**src/rtl/mem_copy_pkg.sv**
```systemverilog
// Shared types and constants for the memory copy engine.
package mem_copy_pkg;

  // Copy engine sequencing states.
  typedef enum logic [1:0] {
    IDLE = 2'd0,
    RD   = 2'd1,
    WR   = 2'd2,
    FIN  = 2'd3
  } state_t;

  localparam int         WORD_BYTES      = 4;
  localparam int         ADDR_LSB        = $clog2(WORD_BYTES);
  localparam logic [3:0] FULL_WRITE_MASK = 4'b1111;

  // Expand a word index into a word-aligned byte address.
  function automatic logic [31:0] word_to_byte_addr(input logic [31-ADDR_LSB:0] word_idx);
    return {word_idx, {ADDR_LSB{1'b0}}};
  endfunction

endpackage

```
**src/rtl/mem_copy_engine_bus_watchdog.sv**
```systemverilog
// bus_watchdog: counts cycles an initiator spends waiting for ready and
// flags expiry on the cycle that would be the TIMEOUT_CYCLES-th wait.
// Used by mem_copy_engine only when MEM_COPY_TIMEOUT_EN is defined, but
// kept generic so other bus initiators can reuse it.
module bus_watchdog #(
  parameter int TIMEOUT_CYCLES = 255
) (
  input  logic clk,
  input  logic reset_n,
  input  logic clear,
  input  logic waiting,
  output logic expire
);

  localparam int CW = (TIMEOUT_CYCLES < 2) ? 1 : $clog2(TIMEOUT_CYCLES + 1);

  logic [CW-1:0] count_reg;

  // Wait counter: restarts whenever no access is pending or one completes.
  always_ff @(posedge clk or negedge reset_n) begin
    if (!reset_n) begin
      count_reg <= '0;
    end else if (clear) begin
      count_reg <= '0;
    end else if (waiting) begin
      count_reg <= count_reg + 1'b1;
    end
  end

  // Expire while waiting on the last permitted cycle so the caller can
  // leave the access at this edge.
  assign expire = waiting && (count_reg == CW'(TIMEOUT_CYCLES - 1));

endmodule

```
**src/rtl/mem_copy_engine.sv**
```systemverilog
// mem_copy_engine: bus initiator copying a block of 32-bit words from a
// source range to a destination range, one read then one write per word.
// Optional build macro MEM_COPY_TIMEOUT_EN adds a per-access ready timeout
// (TIMEOUT_CYCLES) that aborts the copy and flags error_out with done_out.
module mem_copy_engine
  import mem_copy_pkg::*;
#(
  parameter int LEN_WIDTH = 16
`ifdef MEM_COPY_TIMEOUT_EN
  ,
  parameter int TIMEOUT_CYCLES = 255
`endif
) (
  input  logic                 clk,
  input  logic                 reset_n,
  input  logic                 start_in,
  input  logic [31:0]          src_in,
  input  logic [31:0]          dst_in,
  input  logic [LEN_WIDTH-1:0] len_in,
  output logic                 busy_out,
  output logic                 done_out,
  output logic                 error_out,
  output logic [31:0]          address_out,
  output logic                 sel_out,
  output logic                 read_out,
  input  logic [31:0]          read_value_in,
  output logic [3:0]           write_mask_out,
  output logic [31:0]          write_value_out,
  input  logic                 ready_in
);

  state_t                state_reg, state_next;
  logic [31-ADDR_LSB:0]  src_reg, src_next;
  logic [31-ADDR_LSB:0]  dst_reg, dst_next;
  logic [LEN_WIDTH-1:0]  count_reg, count_next;
  logic [31:0]           data_reg, data_next;
  logic                  timeout_hit;

  // Byte-offset bits of the addresses are deliberately dropped.
  logic unused_addr_bits;
  assign unused_addr_bits = ^{src_in[ADDR_LSB-1:0], dst_in[ADDR_LSB-1:0]};

`ifdef MEM_COPY_TIMEOUT_EN
  logic error_reg, error_next;

  bus_watchdog #(
    .TIMEOUT_CYCLES(TIMEOUT_CYCLES)
  ) u_watchdog (
    .clk    (clk),
    .reset_n(reset_n),
    .clear  (!sel_out || ready_in),
    .waiting(sel_out && !ready_in),
    .expire (timeout_hit)
  );

  // Abort flag: remembered from the expiring access until FIN reports it.
  always_ff @(posedge clk or negedge reset_n) begin
    if (!reset_n) begin
      error_reg <= 1'b0;
    end else begin
      error_reg <= error_next;
    end
  end

  assign error_out = (state_reg == FIN) && error_reg;
`else
  assign timeout_hit = 1'b0;
  assign error_out   = 1'b0;
`endif

  // State and datapath registers; reset abandons any access in flight.
  always_ff @(posedge clk or negedge reset_n) begin
    if (!reset_n) begin
      state_reg <= IDLE;
      src_reg   <= '0;
      dst_reg   <= '0;
      count_reg <= '0;
      data_reg  <= '0;
    end else begin
      state_reg <= state_next;
      src_reg   <= src_next;
      dst_reg   <= dst_next;
      count_reg <= count_next;
      data_reg  <= data_next;
    end
  end

  // Next-state and bus outputs; bus outputs depend only on registers so a
  // combinational ready_in from the responder cannot form a loop.
  always_comb begin
    state_next      = state_reg;
    src_next        = src_reg;
    dst_next        = dst_reg;
    count_next      = count_reg;
    data_next       = data_reg;
`ifdef MEM_COPY_TIMEOUT_EN
    error_next      = error_reg;
`endif
    busy_out        = 1'b0;
    done_out        = 1'b0;
    sel_out         = 1'b0;
    read_out        = 1'b0;
    write_mask_out  = 4'b0000;
    write_value_out = '0;
    address_out     = '0;

    case (state_reg)
      IDLE: begin
        if (start_in) begin
          src_next   = src_in[31:ADDR_LSB];
          dst_next   = dst_in[31:ADDR_LSB];
          count_next = len_in;
          state_next = (len_in == '0) ? FIN : RD;
        end
      end

      RD: begin
        busy_out    = 1'b1;
        sel_out     = 1'b1;
        read_out    = 1'b1;
        address_out = word_to_byte_addr(src_reg);
        if (ready_in) begin
          data_next  = read_value_in;
          state_next = WR;
        end else if (timeout_hit) begin
`ifdef MEM_COPY_TIMEOUT_EN
          error_next = 1'b1;
`endif
          state_next = FIN;
        end
      end

      WR: begin
        busy_out        = 1'b1;
        sel_out         = 1'b1;
        write_mask_out  = FULL_WRITE_MASK;
        write_value_out = data_reg;
        address_out     = word_to_byte_addr(dst_reg);
        if (ready_in) begin
          // Word-index arithmetic wraps naturally across the top of memory.
          src_next   = src_reg + 1'b1;
          dst_next   = dst_reg + 1'b1;
          count_next = count_reg - 1'b1;
          state_next = (count_reg == LEN_WIDTH'(1)) ? FIN : RD;
        end else if (timeout_hit) begin
`ifdef MEM_COPY_TIMEOUT_EN
          error_next = 1'b1;
`endif
          state_next = FIN;
        end
      end

      FIN: begin
        done_out   = 1'b1;
`ifdef MEM_COPY_TIMEOUT_EN
        error_next = 1'b0;
`endif
        state_next = IDLE;
      end

      default: begin
        state_next = IDLE;
      end
    endcase
  end

endmodule

```
**config.mk**
```make
export PLATFORM = sky130hd
export DESIGN_NAME = mem_copy_engine
export DESIGN_NICKNAME = d
export VERILOG_FILES = /design/src/rtl/mem_copy_pkg.sv /design/src/rtl/mem_copy_engine_bus_watchdog.sv /design/src/rtl/mem_copy_engine.sv
export SDC_FILE = /design/constraint.sdc
export NUM_CORES = 1
export LEC_CHECK = 0
export CAP_MARGIN = 0
export CORE_ASPECT_RATIO = 1.5
export CORE_MARGIN = 2
export CORE_UTILIZATION = 50
export DETAILED_ROUTE_END_ITERATION = 8
export PLACE_DENSITY = 0.91
export SYNTH_ARGS = -nofsm -noshare
export SYNTH_HDL_FRONTEND = slang
export SYNTH_SLANG_ARGS = --single-unit
export TNS_END_PERCENT = 100
```
**constraint.sdc**
```tcl
create_clock -name clk -period 3.15 [get_ports clk]
set_input_delay 0.315 -clock clk [delete_from_list [all_inputs] [get_ports clk]]
set_output_delay 0.315 -clock clk [all_outputs]
set_load 0.005 [all_outputs]
```
==> results of run 1 <==
-- cell families after synthesis --
| group | count (synthesis) | share of synthesized area |
|---|---|---|
| multiplexers | 50 | 0.0748 |
| adder cells (fa/ha/maj) | 9 | 0.0155 |
| AO/OA/AOI/OAI | 229 | 0.210 |
| flip-flops | 110 | 0.379 |
| other | 1 | 0.000517 |
| AND/OR/NAND/NOR | 336 | 0.264 |
| buffers and inverters | 97 | 0.0562 |
-- worst min path at each step --
stage | startpoint | slack [ns] | end | cells after the start
floorplan | reset_n | 0.02 | count_reg[0] | 0
finish | reset_n | -0.03 | count_reg[6] | 1
global route | reset_n | 0.04 | count_reg[6] | 1
detailed placement | reset_n | 0.39 | count_reg[10] | 1
CTS | reset_n | 0.01 | count_reg[6] | 1
global placement | reset_n | 0.39 | count_reg[7] | 1
-- per-layer routing --
layer | up-vias | track usage | share of wire
met4 | 0 | 0.165 | 0.046
met3 | 85 | 0.0518 | 0.084
met2 | 477 | 0.511 | 0.50
li1 | 3434 | - | -
met5 | - | 0 | 0
met1 | 3633 | 0.378 | 0.37
-- Yosys cell counts, types with 9 or more instances --
cell type | instances | area share
a21boi_0 | 14 | 0.014
a21oi_1 | 54 | 0.037
a22oi_1 | 23 | 0.024
and2_1 | 36 | 0.031
and3_1 | 10 | 0.0086
and4_1 | 26 | 0.031
buf_1 | 11 | 0.0057
clkbuf_1 | 63 | 0.033
dfrtp_1 | 110 | 0.38
ha_1 | 9 | 0.016
inv_1 | 12 | 0.0062
mux2_2 | 34 | 0.053
mux2i_1 | 16 | 0.022
nand2_1 | 70 | 0.036
nand3_1 | 34 | 0.023
nand4_1 | 40 | 0.034
nor2_1 | 21 | 0.011
nor2b_1 | 18 | 0.016
nor3_1 | 25 | 0.017
nor4_1 | 22 | 0.019
o21ai_0 | 30 | 0.021
o22ai_1 | 39 | 0.034
or4_1 | 12 | 0.012
-- per-stage QoR --
step	std cells	power (mW)	hold WS (ns)	instance area [sq um]	setup slack, ns
after floorplan	834	6.01	0.0194	7270	0.791
after global placement	1150	7.92	0.391	9210	0.578
after detailed placement	1150	8.12	0.393	9210	0.528
after CTS	1166	9.31	0.0115	9510	0.179
after global routing	1166	10.0	0.0368	9510	0.00537
final	1166	9.41	-0.0257	9510	0.155
-- final cells by class --
type | instances | share of cell area
multi-input cells | 627 | 0.434
flip-flops and latches | 110 | 0.290
repair buffers | 209 | 0.215
clock buffers | 11 | 0.0266
well taps | 192 | 0.0253
inverters | 12 | 0.00474
clock inverters | 5 | 0.00448
-- worst max-delay path: stages (launching register included) --
cell and delay [ns]:
dfrtp_1 0.42, inv_1 0.12, ha_1 0.75, buf_4 0.29, a21boi_0 0.19, clkdlybuf4s50_1 0.53
-- power by group through the flow --
stage	Sequential [mW]	Clock (mW)	Combinational, mW
2_1_floorplan	2.64	0	3.36
4_1_cts	3.03	1.16	5.13
3_3_place_gp	2.99	0	4.93
6_report	3.08	1.16	5.17
3_5_place_dp	3.04	0	5.08
5_1_grt	3.19	1.22	5.64
==> metrics, run 1 <==
GP Congestion 0.913; setup TNS 0 ns; Die X-Extent 102 um; Hold Slack -0.0257 ns; hold buffers post-CTS 0; Pre-antenna DRT Iters 7; period utilization 0.951; kind of critical path flip-flop to output pin; hpwl dp 16.7 mm; Internal 5.22 mW; Area Growth Syn to Fin 31.0%; vias in the first global route 7533; max reg flops 32; Slew headroom 0.364; failing checks hold timing; multi-input combinational cell area 0.00413 sq mm; largest net degree at the start of global routing 65; post-synth cell types 61; worst reg2reg path depth 8; TritonCTS clock tree built; cells after synthesis 832; Hold WC Path Type input port to async pin; Seq/Total Area, Yosys 0.379; worst-path fanout max 23; Skew-Pair Late Insertion Delay 0.36 ns; asr flop ratio synth 1.00; Seq cells post-synth 110; IO Port Bufs 181; VDD IR max 0.430 mV; Diodes inserted 0; measured slew at the worst slew-check pin 0.953 ns; Fin. Hold Viols 6; DIE HEIGHT 152 um; Switching Fraction 0.446; sequential fraction of design power 0.327; share of layout cells above drive strength 1 0.0986; Die Footprint 0.0155 sq mm; Post-CTS Setup Repair Bufs 0; RSZ-0062 raised after global routing false; Achievable Freq 334 MHz; Top Ports 189; post-CTS resize count 0; Worst Path Required 2.83 ns; initial antenna violation count 0; Clock Tree Root clkbuf_16; Tot GR Track Use 0.307; setup violators final 0; grt total ovfl 0; Post-synth EDFFs 0; final core occ 0.673; Worst setup SP type flip-flop; Sink Count 110; Pwr Density 990 mW/mm^2; ANT nets after route 0; syn_area_per_cell 8.72 sq um; P_sw 4.19 mW; CP startpoint state_reg[1]; CTS Buffer Depth 2; crit path capture type output pin; Register-to-Register Setup Slack 0.67 ns; via/cell ratio 6.54; most frequent cells in the layout clkdlybuf4s50_1, dfrtp_1, nand2_1; Clock Pin Slew Worst Setup and Hold Paths 0.08 ns; reg2reg end dst_reg[17]; Mapped Area 0.00726 sq mm; Arr. time, crit path 2.68 ns; post-layout min period 2.99 ns; Setup crit end address_out[2]; Routed WL 23.9 mm; r2r startpoint state_reg[0]; Initial Utilization 0.514; Routed WL per cell 20.5 um; NumNets Final 1094; Synth Flop Type dfrtp_1; fill count 1106; CTS HTree Levels 3; most common cell after layout, fill and taps aside clkdlybuf4s50_1; Worst Clk Skew 0.00950 ns; YS warnings 0; via count 7629; fin. max-slew vios 0; DRC Markers 0; Clock power frac 0.123; combinational share of power 0.550; num rows 53; initial drt markers 873; status finished with violations; FF+latch area 0.00275 sq mm; core region area 0.0141 sq mm; leak pwr 3.60 nW; Max-Cap Viols 0; global-route wire length before repair 37.4 mm; CTS Buf Count 9
(Power assumes the default switching activity.)
==> run 2: changes to the inputs <==
--- a/config.mk
+++ b/config.mk
@@ -5,12 +5,13 @@
 export SDC_FILE = /design/constraint.sdc
 export NUM_CORES = 1
 export LEC_CHECK = 0
+export ABC_AREA = 0
 export CAP_MARGIN = 0
 export CORE_ASPECT_RATIO = 1.5
 export CORE_MARGIN = 2
 export CORE_UTILIZATION = 50
 export DETAILED_ROUTE_END_ITERATION = 8
-export PLACE_DENSITY = 0.91
+export PLACE_DENSITY = 0.89
 export SYNTH_ARGS = -nofsm -noshare
 export SYNTH_HDL_FRONTEND = slang
 export SYNTH_SLANG_ARGS = --single-unit
==> run 2 against run 1 <==
Against the previous run:
- the run still ends with hold timing left
- critical path depth stayed put
- non-clock buffer count grew 3
- register-to-register slack worse by 0.31 ns
- combinational power about the same
- global-route usage shrank 0.77 points
- final cell count increased by 0.26%
- clock power grew 5%
- highest routed layer unchanged
==> metrics, run 2 (synthesized netlist as in run 1, its figures left out) <==
status finished with violations; failing checks hold timing; Tot GR Track Use 0.300; sequential fraction of design power 0.325; via/cell ratio 6.46; setup TNS 0 ns; Pwr Density 993 mW/mm^2; GP Congestion 0.943; r2r startpoint state_reg[0]; kind of critical path flip-flop to output pin; Hold Slack -0.0240 ns; NumNets Final 1097; Register-to-Register Setup Slack 0.36 ns; worst-path fanout max 19; post-layout min period 2.92 ns; Area Growth Syn to Fin 31.3%; worst path bufs/invs 3; reg2reg end dst_reg[29]; Stages on worst setup path 5; P_sw 4.21 mW; CTS Buffer Depth 2; Worst setup SP type flip-flop; Top Ports 189; Pre-antenna DRT Iters 7; Routed WL 23.6 mm; Cell Chain, Critical Path inv_1, ha_1, buf_4, a21boi_0, clkdlybuf4s50_1; Worst Clk Skew 0.0103 ns; via count 7556; hold buffers post-CTS 0; largest net degree at the start of global routing 51; Die X-Extent 102 um; vias in the first global route 7168; Slew headroom 0.153; max incr delay on CP 0.71 ns; Worst Path Required 2.83 ns; num rows 53; final core occ 0.675; Initial Utilization 0.514; DRC Markers 0; Clock Pin Slew Worst Setup and Hold Paths 0.08 ns; initial drt markers 703; Achievable Freq 343 MHz; Switching Fraction 0.445; Internal 5.26 mW; post-CTS resize count 0; VDD IR max 0.576 mV; Max-Cap Viols 0; most frequent cells in the layout clkdlybuf4s50_1, dfrtp_1, nand2_1; initial antenna violation count 0; Skew-Pair Late Insertion Delay 0.36 ns; Top delay family on crit path buffers and inverters; Arr. time, crit path 2.60 ns; Post-CTS Setup Repair Bufs 0; combinational share of power 0.546; ANT nets after route 0; fin. max-slew vios 0; most common cell after layout, fill and taps aside clkdlybuf4s50_1; Routed WL per cell 20.1 um; share of layout cells above drive strength 1 0.101; grt total ovfl 0; IO Port Bufs 181; Hold WC Path Type input port to async pin; crit path capture type output pin; hpwl dp 16.5 mm; max reg flops 32; setup violators final 0; period utilization 0.925; CP max-delay cell ha_1; Diodes inserted 0; measured slew at the worst slew-check pin 1.27 ns; leak pwr 3.62 nW; Fin. Hold Viols 1; CTS Buf Count 9; global-route wire length before repair 36.6 mm; DIE HEIGHT 152 um; core region area 0.0141 sq mm; TritonCTS clock tree built; RSZ-0062 raised after global routing false; worst reg2reg path depth 6; Sink Count 110; Clock Tree Root clkbuf_16; Clock power frac 0.129; Die Footprint 0.0155 sq mm; CTS HTree Levels 3
-- run 2: changes by cell type in the layout (fill, tap and decap cells not counted) --
cell,previous run,this run
buf_4,27,31
clkbuf_8,2,0
inv_8,0,2
buf_12,2,1
bufinv_16,0,1
clkinv_4,3,2
clkinvlp_4,1,0
inv_6,1,2
-- run 2: stage by stage --
| step | setup slack, ns | hold WS (ns) | total power [mW] | cells | cell area, sq um |
|---|---|---|---|---|---|
| 3_5_place_dp | 0.401 | 0.390 | 8.12 | 1153 | 9220 |
| 3_3_place_gp | 0.492 | 0.390 | 7.92 | 1153 | 9220 |
| 4_1_cts | 0.250 | 0.0125 | 9.37 | 1169 | 9530 |
| 6_report | 0.235 | -0.0240 | 9.46 | 1169 | 9530 |
| 5_1_grt | 0.0720 | 0.0309 | 10.1 | 1169 | 9530 |
| 2_1_floorplan | 0.791 | 0.0194 | 6.01 | 834 | 7270 |
-- run 2: power groups by stage --
| stage | sequential (mW) | combinational [mW] | clock (mW) |
|---|---|---|---|
| 6_report | 3.07 | 5.17 | 1.22 |
| 5_1_grt | 3.18 | 5.57 | 1.30 |
| 4_1_cts | 3.02 | 5.11 | 1.23 |
| 3_5_place_dp | 3.05 | 5.07 | 0 |
| 3_3_place_gp | 3.00 | 4.93 | 0 |
| 2_1_floorplan | 2.64 | 3.36 | 0 |
-- run 2: layout make-up --
cell class	count	area (sq um)
Clock buffer	9	225
Clock inverter	7	87.6
Fill cell	1093	4590
Inverter	12	45.0
Multi-Input combinational cell	627	4130
Sequential cell	110	2750
Tap cell	192	240
Timing Repair Buffer	212	2050
-- run 2: worst max path at each step --
stage | slack [ns] | to | start
2_1_floorplan | 0.79 | src_reg[21] | state_reg[0]
3_3_place_gp | 0.49 | src_reg[23] | start_in
3_5_place_dp | 0.40 | count_reg[12] | start_in
4_1_cts | 0.25 | address_out[18] | state_reg[1]
5_1_grt | 0.07 | address_out[2] | state_reg[1]
6_report | 0.23 | address_out[18] | state_reg[1]
-- run 2: per-layer routing --
| metal | share of wire | vias to the layer above | track usage |
|---|---|---|---|
| li1 | - | 3442 | - |
| met1 | 0.38 | 3606 | 0.382 |
| met2 | 0.50 | 428 | 0.498 |
| met3 | 0.083 | 80 | 0.0468 |
| met4 | 0.039 | 0 | 0.137 |
| met5 | 0 | - | 0 |
